--- src/rtl/uart_pkg.sv ---
// Shared UART definitions: frame decoder state encoding, default sync marker
// and the bit-period helper used by the rx/tx/frame parameter math.
package uart_pkg;

  typedef enum logic [2:0] {
    IDLE,
    LEN,
    PAYLOAD,
    CHK,
    SEND
  } frame_state_t;

  localparam logic [7:0] SYNC_BYTE_DEFAULT = 8'hA5;

  function automatic int cycles_per_bit(input int clk_hz, input int bit_rate);
    return clk_hz / bit_rate;
  endfunction

endpackage

--- src/rtl/uart_frame_rx_if.sv ---
// Byte stream from uart_rx into the frame decoder, the released payload stream
// and the decoder status pulses.
interface uart_frame_rx_if;

  logic       uart_rx_valid;
  logic [7:0] uart_rx_data;
  logic       uart_rx_break;

  logic       frm_valid;
  logic [7:0] frm_data;
  logic       frm_last;
  logic       frm_ready;
  logic [7:0] frm_len;

  logic       err_chk;
  logic       err_len;
  logic       err_tmo;
  logic       err_ovr;
  logic       busy;

  // master: the frame decoder itself
  modport master (
    input  uart_rx_valid, uart_rx_data, uart_rx_break, frm_ready,
    output frm_valid, frm_data, frm_last, frm_len,
    output err_chk, err_len, err_tmo, err_ovr, busy
  );

  // slave: byte source plus payload consumer
  modport slave (
    output uart_rx_valid, uart_rx_data, uart_rx_break, frm_ready,
    input  frm_valid, frm_data, frm_last, frm_len,
    input  err_chk, err_len, err_tmo, err_ovr, busy
  );

endinterface

--- src/rtl/uart_frame_buf.sv ---
// Payload store for one frame: synchronous write, combinational read,
// storage deliberately left without reset.
module uart_frame_buf #(
  parameter int DEPTH = 16,
  parameter int IDX_W = 4
) (
  input  logic             clk,
  input  logic             we,
  input  logic [IDX_W-1:0] wr_addr,
  input  logic [7:0]       wr_data,
  input  logic [IDX_W-1:0] rd_addr,
  output logic [7:0]       rd_data
);

  logic [7:0] mem [DEPTH];

  always_ff @(posedge clk) begin
    if (we) begin
      mem[wr_addr] <= wr_data;
    end
  end

  assign rd_data = mem[rd_addr];

endmodule

--- src/rtl/uart_frame_rx.sv ---
// Frame decoder: SYNC, LEN, payload[LEN], CHK (XOR of LEN and payload).
// Good frames are replayed from the buffer on a valid/ready stream.
module uart_frame_rx
  import uart_pkg::*;
#(
  parameter int         CLK_HZ        = 50_000_000,
  parameter int         BIT_RATE      = 115200,
  parameter int         MAX_LEN       = 16,
  parameter logic [7:0] SYNC_BYTE     = SYNC_BYTE_DEFAULT,
  parameter int         TIMEOUT_BYTES = 4
) (
  input logic             clk,
  input logic             resetn,
  uart_frame_rx_if.master bus
);

  localparam int CYCLES_PER_BIT = cycles_per_bit(CLK_HZ, BIT_RATE);
  localparam int TIMEOUT_CYCLES = TIMEOUT_BYTES * 10 * CYCLES_PER_BIT;
  localparam int TMO_W          = $clog2(TIMEOUT_CYCLES + 1);
  localparam int IDX_W          = (MAX_LEN > 1) ? $clog2(MAX_LEN) : 1;
  // Expiry is judged on the edge that would bring the count to TIMEOUT_CYCLES,
  // so a byte sampled on that same edge still wins.
  localparam logic [TMO_W-1:0] TMO_LAST = TMO_W'(TIMEOUT_CYCLES - 1);

  frame_state_t     state_reg, state_next;
  logic [7:0]       len_reg, len_next;
  logic [7:0]       chk_reg, chk_next;
  logic [7:0]       wr_idx_reg, wr_idx_next;
  logic [7:0]       rd_idx_reg, rd_idx_next;
  logic [TMO_W-1:0] cnt_reg, cnt_next;
  logic [7:0]       frm_len_reg, frm_len_next;
  logic             err_chk_reg, err_chk_next;
  logic             err_len_reg, err_len_next;
  logic             err_tmo_reg, err_tmo_next;
  logic             err_ovr_reg, err_ovr_next;

  logic             buf_we;
  logic [7:0]       rd_data;
  logic             sending;
  logic             receiving;

  assign sending   = (state_reg == SEND);
  assign receiving = (state_reg == LEN) || (state_reg == PAYLOAD) || (state_reg == CHK);

  always_comb begin
    state_next   = state_reg;
    len_next     = len_reg;
    chk_next     = chk_reg;
    wr_idx_next  = wr_idx_reg;
    rd_idx_next  = rd_idx_reg;
    cnt_next     = '0;
    frm_len_next = frm_len_reg;
    err_chk_next = 1'b0;
    err_len_next = 1'b0;
    err_tmo_next = 1'b0;
    err_ovr_next = 1'b0;
    buf_we       = 1'b0;

    if (state_reg == IDLE) begin
      if (bus.uart_rx_valid && (bus.uart_rx_data == SYNC_BYTE)) begin
        state_next = LEN;
      end
    end else if (receiving) begin
      cnt_next = cnt_reg + 1'b1;
      // Break has priority over a byte arriving in the same cycle.
      if (bus.uart_rx_break) begin
        state_next = IDLE;
        cnt_next   = '0;
      end else if (bus.uart_rx_valid) begin
        cnt_next = '0;
        if (state_reg == LEN) begin
          if ((bus.uart_rx_data == 8'd0) || (bus.uart_rx_data > 8'(MAX_LEN))) begin
            err_len_next = 1'b1;
            state_next   = IDLE;
          end else begin
            len_next    = bus.uart_rx_data;
            chk_next    = bus.uart_rx_data;
            wr_idx_next = 8'd0;
            state_next  = PAYLOAD;
          end
        end else if (state_reg == PAYLOAD) begin
          buf_we      = 1'b1;
          chk_next    = chk_reg ^ bus.uart_rx_data;
          wr_idx_next = wr_idx_reg + 8'd1;
          if (wr_idx_reg == len_reg - 8'd1) begin
            state_next = CHK;
          end
        end else begin
          if (bus.uart_rx_data == chk_reg) begin
            rd_idx_next  = 8'd0;
            frm_len_next = len_reg;
            state_next   = SEND;
          end else begin
            err_chk_next = 1'b1;
            state_next   = IDLE;
          end
        end
      end else if (cnt_reg == TMO_LAST) begin
        err_tmo_next = 1'b1;
        state_next   = IDLE;
        cnt_next     = '0;
      end
    end else if (sending) begin
      err_ovr_next = bus.uart_rx_valid;
      if (bus.frm_ready) begin
        if (rd_idx_reg == len_reg - 8'd1) begin
          rd_idx_next  = 8'd0;
          frm_len_next = 8'd0;
          state_next   = IDLE;
        end else begin
          rd_idx_next = rd_idx_reg + 8'd1;
        end
      end
    end else begin
      state_next = IDLE;
    end
  end

  always_ff @(posedge clk or negedge resetn) begin
    if (!resetn) begin
      state_reg   <= IDLE;
      len_reg     <= 8'd0;
      chk_reg     <= 8'd0;
      wr_idx_reg  <= 8'd0;
      rd_idx_reg  <= 8'd0;
      cnt_reg     <= '0;
      frm_len_reg <= 8'd0;
      err_chk_reg <= 1'b0;
      err_len_reg <= 1'b0;
      err_tmo_reg <= 1'b0;
      err_ovr_reg <= 1'b0;
    end else begin
      state_reg   <= state_next;
      len_reg     <= len_next;
      chk_reg     <= chk_next;
      wr_idx_reg  <= wr_idx_next;
      rd_idx_reg  <= rd_idx_next;
      cnt_reg     <= cnt_next;
      frm_len_reg <= frm_len_next;
      err_chk_reg <= err_chk_next;
      err_len_reg <= err_len_next;
      err_tmo_reg <= err_tmo_next;
      err_ovr_reg <= err_ovr_next;
    end
  end

  uart_frame_buf #(
    .DEPTH (MAX_LEN),
    .IDX_W (IDX_W)
  ) u_buf (
    .clk     (clk),
    .we      (buf_we),
    .wr_addr (wr_idx_reg[IDX_W-1:0]),
    .wr_data (bus.uart_rx_data),
    .rd_addr (rd_idx_reg[IDX_W-1:0]),
    .rd_data (rd_data)
  );

  // Data is masked outside SEND so the unreset buffer never shows on the port.
  assign bus.frm_valid = sending;
  assign bus.frm_data  = sending ? rd_data : 8'h00;
  assign bus.frm_last  = sending && (rd_idx_reg == len_reg - 8'd1);
  assign bus.frm_len   = frm_len_reg;
  assign bus.err_chk   = err_chk_reg;
  assign bus.err_len   = err_len_reg;
  assign bus.err_tmo   = err_tmo_reg;
  assign bus.err_ovr   = err_ovr_reg;
  assign bus.busy      = (state_reg != IDLE);

endmodule

--- src/flat_wrapper.sv ---
// flat-port wrapper written by rule: the top's interface ports become plain ports
module uart_frame_rx_flat import uart_pkg::*;
#(
  parameter int         CLK_HZ        = 50_000_000,
  parameter int         BIT_RATE      = 115200,
  parameter int         MAX_LEN       = 16,
  parameter logic [7:0] SYNC_BYTE     = SYNC_BYTE_DEFAULT,
  parameter int         TIMEOUT_BYTES = 4
)
  (clk, resetn, bus_uart_rx_valid, bus_uart_rx_data, bus_uart_rx_break, bus_frm_ready, bus_frm_valid, bus_frm_data, bus_frm_last, bus_frm_len, bus_err_chk, bus_err_len, bus_err_tmo, bus_err_ovr, bus_busy);
  uart_frame_rx_if bus_i ();
  input logic clk;
  input logic resetn;
  input wire logic [$bits(bus_i.uart_rx_valid)-1:0] bus_uart_rx_valid;
  input wire logic [$bits(bus_i.uart_rx_data)-1:0] bus_uart_rx_data;
  input wire logic [$bits(bus_i.uart_rx_break)-1:0] bus_uart_rx_break;
  input wire logic [$bits(bus_i.frm_ready)-1:0] bus_frm_ready;
  output wire logic [$bits(bus_i.frm_valid)-1:0] bus_frm_valid;
  output wire logic [$bits(bus_i.frm_data)-1:0] bus_frm_data;
  output wire logic [$bits(bus_i.frm_last)-1:0] bus_frm_last;
  output wire logic [$bits(bus_i.frm_len)-1:0] bus_frm_len;
  output wire logic [$bits(bus_i.err_chk)-1:0] bus_err_chk;
  output wire logic [$bits(bus_i.err_len)-1:0] bus_err_len;
  output wire logic [$bits(bus_i.err_tmo)-1:0] bus_err_tmo;
  output wire logic [$bits(bus_i.err_ovr)-1:0] bus_err_ovr;
  output wire logic [$bits(bus_i.busy)-1:0] bus_busy;
  assign bus_i.uart_rx_valid = bus_uart_rx_valid;
  assign bus_i.uart_rx_data = bus_uart_rx_data;
  assign bus_i.uart_rx_break = bus_uart_rx_break;
  assign bus_i.frm_ready = bus_frm_ready;
  assign bus_frm_valid = bus_i.frm_valid;
  assign bus_frm_data = bus_i.frm_data;
  assign bus_frm_last = bus_i.frm_last;
  assign bus_frm_len = bus_i.frm_len;
  assign bus_err_chk = bus_i.err_chk;
  assign bus_err_len = bus_i.err_len;
  assign bus_err_tmo = bus_i.err_tmo;
  assign bus_err_ovr = bus_i.err_ovr;
  assign bus_busy = bus_i.busy;
  uart_frame_rx #(.CLK_HZ(CLK_HZ), .BIT_RATE(BIT_RATE), .MAX_LEN(MAX_LEN), .SYNC_BYTE(SYNC_BYTE), .TIMEOUT_BYTES(TIMEOUT_BYTES)) u_core (.clk(clk), .resetn(resetn), .bus(bus_i));
endmodule
--- config.mk ---
export PLATFORM = sky130hd
export DESIGN_NAME = uart_frame_rx_flat
export DESIGN_NICKNAME = d
export VERILOG_FILES = /design/src/rtl/uart_pkg.sv /design/src/rtl/uart_frame_rx_if.sv /design/src/rtl/uart_frame_buf.sv /design/src/rtl/uart_frame_rx.sv /design/src/flat_wrapper.sv
export SDC_FILE = /design/constraint.sdc
export NUM_CORES = 1
export LEC_CHECK = 0
export BUFFER_PORTS_ARGS = -buffer_cell sky130_fd_sc_hd__buf_4
export CORE_UTILIZATION = 40
export DETAILED_ROUTE_END_ITERATION = 10
export HOLD_SLACK_MARGIN = 0.06
export PLACE_DENSITY = 0.59
export SETUP_SLACK_MARGIN = 0.5
export SLEW_MARGIN = 0
export SYNTH_ARGS = -nofsm -noshare
export SYNTH_HDL_FRONTEND = slang
export SYNTH_SLANG_ARGS = --single-unit
--- constraint.sdc ---
create_clock -name clk -period 6.5 [get_ports clk]
set_clock_uncertainty 0.1 [all_clocks]
set_input_delay 0.65 -clock clk [delete_from_list [all_inputs] [get_ports clk]]
set_output_delay 0.65 -clock clk [all_outputs]
set_load 0.02 [all_outputs]
==> flow_summary.ini <==
[power_and_ir_drop]
power_internal_w = 0.00219
total_switching_power_w = 0.000860
clockPowerShare = 0.322
totalPowerFinal_w = 0.00305
seqPwrFrac = 0.471
power_density_nw_per_um2 = 320
static_leakage_nw = 3.38
vdd_drop_max_v = 0.000174
power_frac_comb = 0.207
power.share.switching = 0.282

[global_route]
grt_start_max_net_pins = 63
antenna_violations_before_repair = 0
grt.total_usage = 0.179
globalRoute.totalOverflow = 0
vias_in_the_first_global_route = 4952
grt_pass1_wl_mm = 28.7

[drt]
detail-route-antenna-nets = 0
drcViolationCount = 0
firstDrtPassIters = 6
drt-vias-per-instance = 5.42
vias = 4792
wirelength_mm = 18.0
routed_wire_length_per_instance_um = 20.3
count_of_routing_violations_after_the_opening_detailed_route_iteration = 461

[placed_design]
place.port_buffers = 35
post-dp-hpwl_mm = 11.5
place.detailed.instances = 852
finalWeightedCongestion = 0.770
dpl_cell_area_um2 = 8950

[setup_path]
end_kind = primary output
cp-start-kind = register
critical_path_peak_fanout = 28
worstPathRequired_ns = 5.75
setup.worst_path.class = register to primary output
worst_ep_arrival_time_ns = 2.91

[clocking]
clk_root_buffer_cell = clkbuf_16
cts_htree_levels = 4
cts.reportedPaths.clkPinSlew_ns = 0.07
cts_tree = done
cts-root-to-sink-buffers = 2
clock-sinks = 190
clk_latency_worst_skew_pair_ns = 0.43
ctsResizeCount = 0
cts_hold_repair.buffers = 0
numCtsBuffers = 17
postCtsSetupRepairBufs = 0

[cells_and_area]
syn_to_final_growth_pct = 12.9
layout.cells.non_filler = 884
final_area_um2 = 9510
antennaDiodeCount = 0
utilization = 0.465
post_route_cells_drive_above_1_share = 0.218
final_cell_mix = edfxtp_1, dfrtp_1, nand2_1
final_net_count = 621
final_common_cell = edfxtp_1
number_of_flip_flops_in_the_largest_register = 128

[yosys]
synth_nets = 588
gate_count_after_technology_mapping = 568
edff_count_synth = 128
post_synthesis_instance_area_um2 = 8420
syn-mean-instance-area_um2 = 14.8
sequential_fraction_of_the_synthesis_area = 0.641
ys_flop_type = edfxtp_1
synth_warnings = 0
ys_seq_elements = 190
synth_async_sr_flop_share = 0.326
yosys.cell_types.count = 55

[timing]
final-max-slew-violation-count = 0
timing_hold_violations_final = 0
relSlewSlack = 0.246
timing_worst_slew_pin_value_ns = 1.13
rsz0062_at_grt = false
minimum_clock_period_ns = 3.66
max_freq_ghz = 0.273
timing.setup.tns_ns = 0
setup-violations-final = 0
fin_crit_sh = 0.564

[floorplanning]
ios = 36
die-width_um = 147
vertical_extent_of_the_die_um = 147
placement_rows = 52
core_area_um2 = 20400
start_util = 0.412
design.die.area_um2 = 21600

[worst_hold_path]
hold_path_class = primary input to async pin

[job]
cap_violations = 0

[run_status]
run_status = complete, no violations
==> worst max-delay path: stages, from the launching register on <==
cell     delay, ns
dfrtp_2       0.52
buf_4         0.53
mux4_2        0.58
mux4_2        0.50
and2_1        0.19
buf_4         0.16
==> cell type report <==
| cell class | instances | area (µm²) |
|---|---|---|
| Clock buffer | 17 | 425 |
| Clock inverter | 15 | 129 |
| Fill cell | 1793 | 10900 |
| Inverter | 8 | 30.0 |
| Multi-Input combinational cell | 344 | 2890 |
| Sequential cell | 190 | 5400 |
| Tap cell | 270 | 338 |
| Timing Repair Buffer | 40 | 300 |
==> through the flow <==
stage	setup slack, ns	hold slack [ns]
finish	2.84	0.201
global route	2.67	0.264
CTS	2.76	0.227
detailed placement	3.22	0.369
global placement	3.29	0.348
floorplan	3.62	0.254
==> power by group through the flow <==
stage               clock, W  sequential (W)  combinational [W]
floorplan                  0         0.00139           0.000564
detailed placement         0         0.00146           0.000641
CTS                 0.000996         0.00144           0.000641
global placement           0         0.00146           0.000619
finish              0.000981         0.00143           0.000632
global route         0.00104         0.00144           0.000689
==> worst paths after layout <==
path | from | to | slack (ns) | cells past startpoint
max | u_core.rd_idx_reg[0]$_DFFE_PN0P_ | bus_frm_data[3] | 2.84 | 5
min | resetn | u_core.cnt_reg[14]$_DFF_PN0_ | 0.20 | 1
max reg2reg | u_core.state_reg[2]$_DFFE_PN0P_ | u_core.u_buf.mem[4][0]$_DFFE_PP_ | 3.65 | 5
min reg2reg | u_core.cnt_reg[0]$_DFF_PN0_ | u_core.cnt_reg[0]$_DFF_PN0_ | 0.38 | 1
max in group asynchronous | resetn | u_core.rd_idx_reg[0]$_DFFE_PN0P_ | 5.51 | 1
min in group clk | u_core.cnt_reg[0]$_DFF_PN0_ | u_core.cnt_reg[0]$_DFF_PN0_ | 0.38 | 1
==> synth_stat cells, drive strengths merged (14+ instances only) <==
cell type / n / area, µm²
and2: 14 / 87.6
dfrtp: 62 / 1550
edfxtp: 128 / 3840
mux4: 40 / 901
nand2: 57 / 224
nand3: 17 / 90.1
nor2: 40 / 150
nor3: 14 / 90.1
o21ai: 17 / 85.1
xnor2: 33 / 297
xor2: 22 / 193
==> per-layer routing <==
metal / vias to the layer above / track usage / part of all wire
li1: 2187 / - / -
met1: 2499 / 0.250 / 0.46
met2: 91 / 0.290 / 0.50
met3: 15 / 0.0314 / 0.034
met4: 0 / 0.0469 / 0.010
met5: - / 0 / 0
==> kinds of logic (layout without fill, tap and decap cells) <==
group | after synthesis | in the layout | share of synthesized area
DFF | 190 | 190 | 0.641
buffers and inverters | 34 | 80 | 0.0195
and+or+nand+nor | 188 | 188 | 0.114
xor gates and xnor gates | 55 | 55 | 0.0581
AOI/OAI and AO/OA | 53 | 53 | 0.0486
adders and majority gates | 7 | 7 | 0.0104
muxes | 41 | 41 | 0.108
No activity file was read; power rests on OpenSTA's default activity.
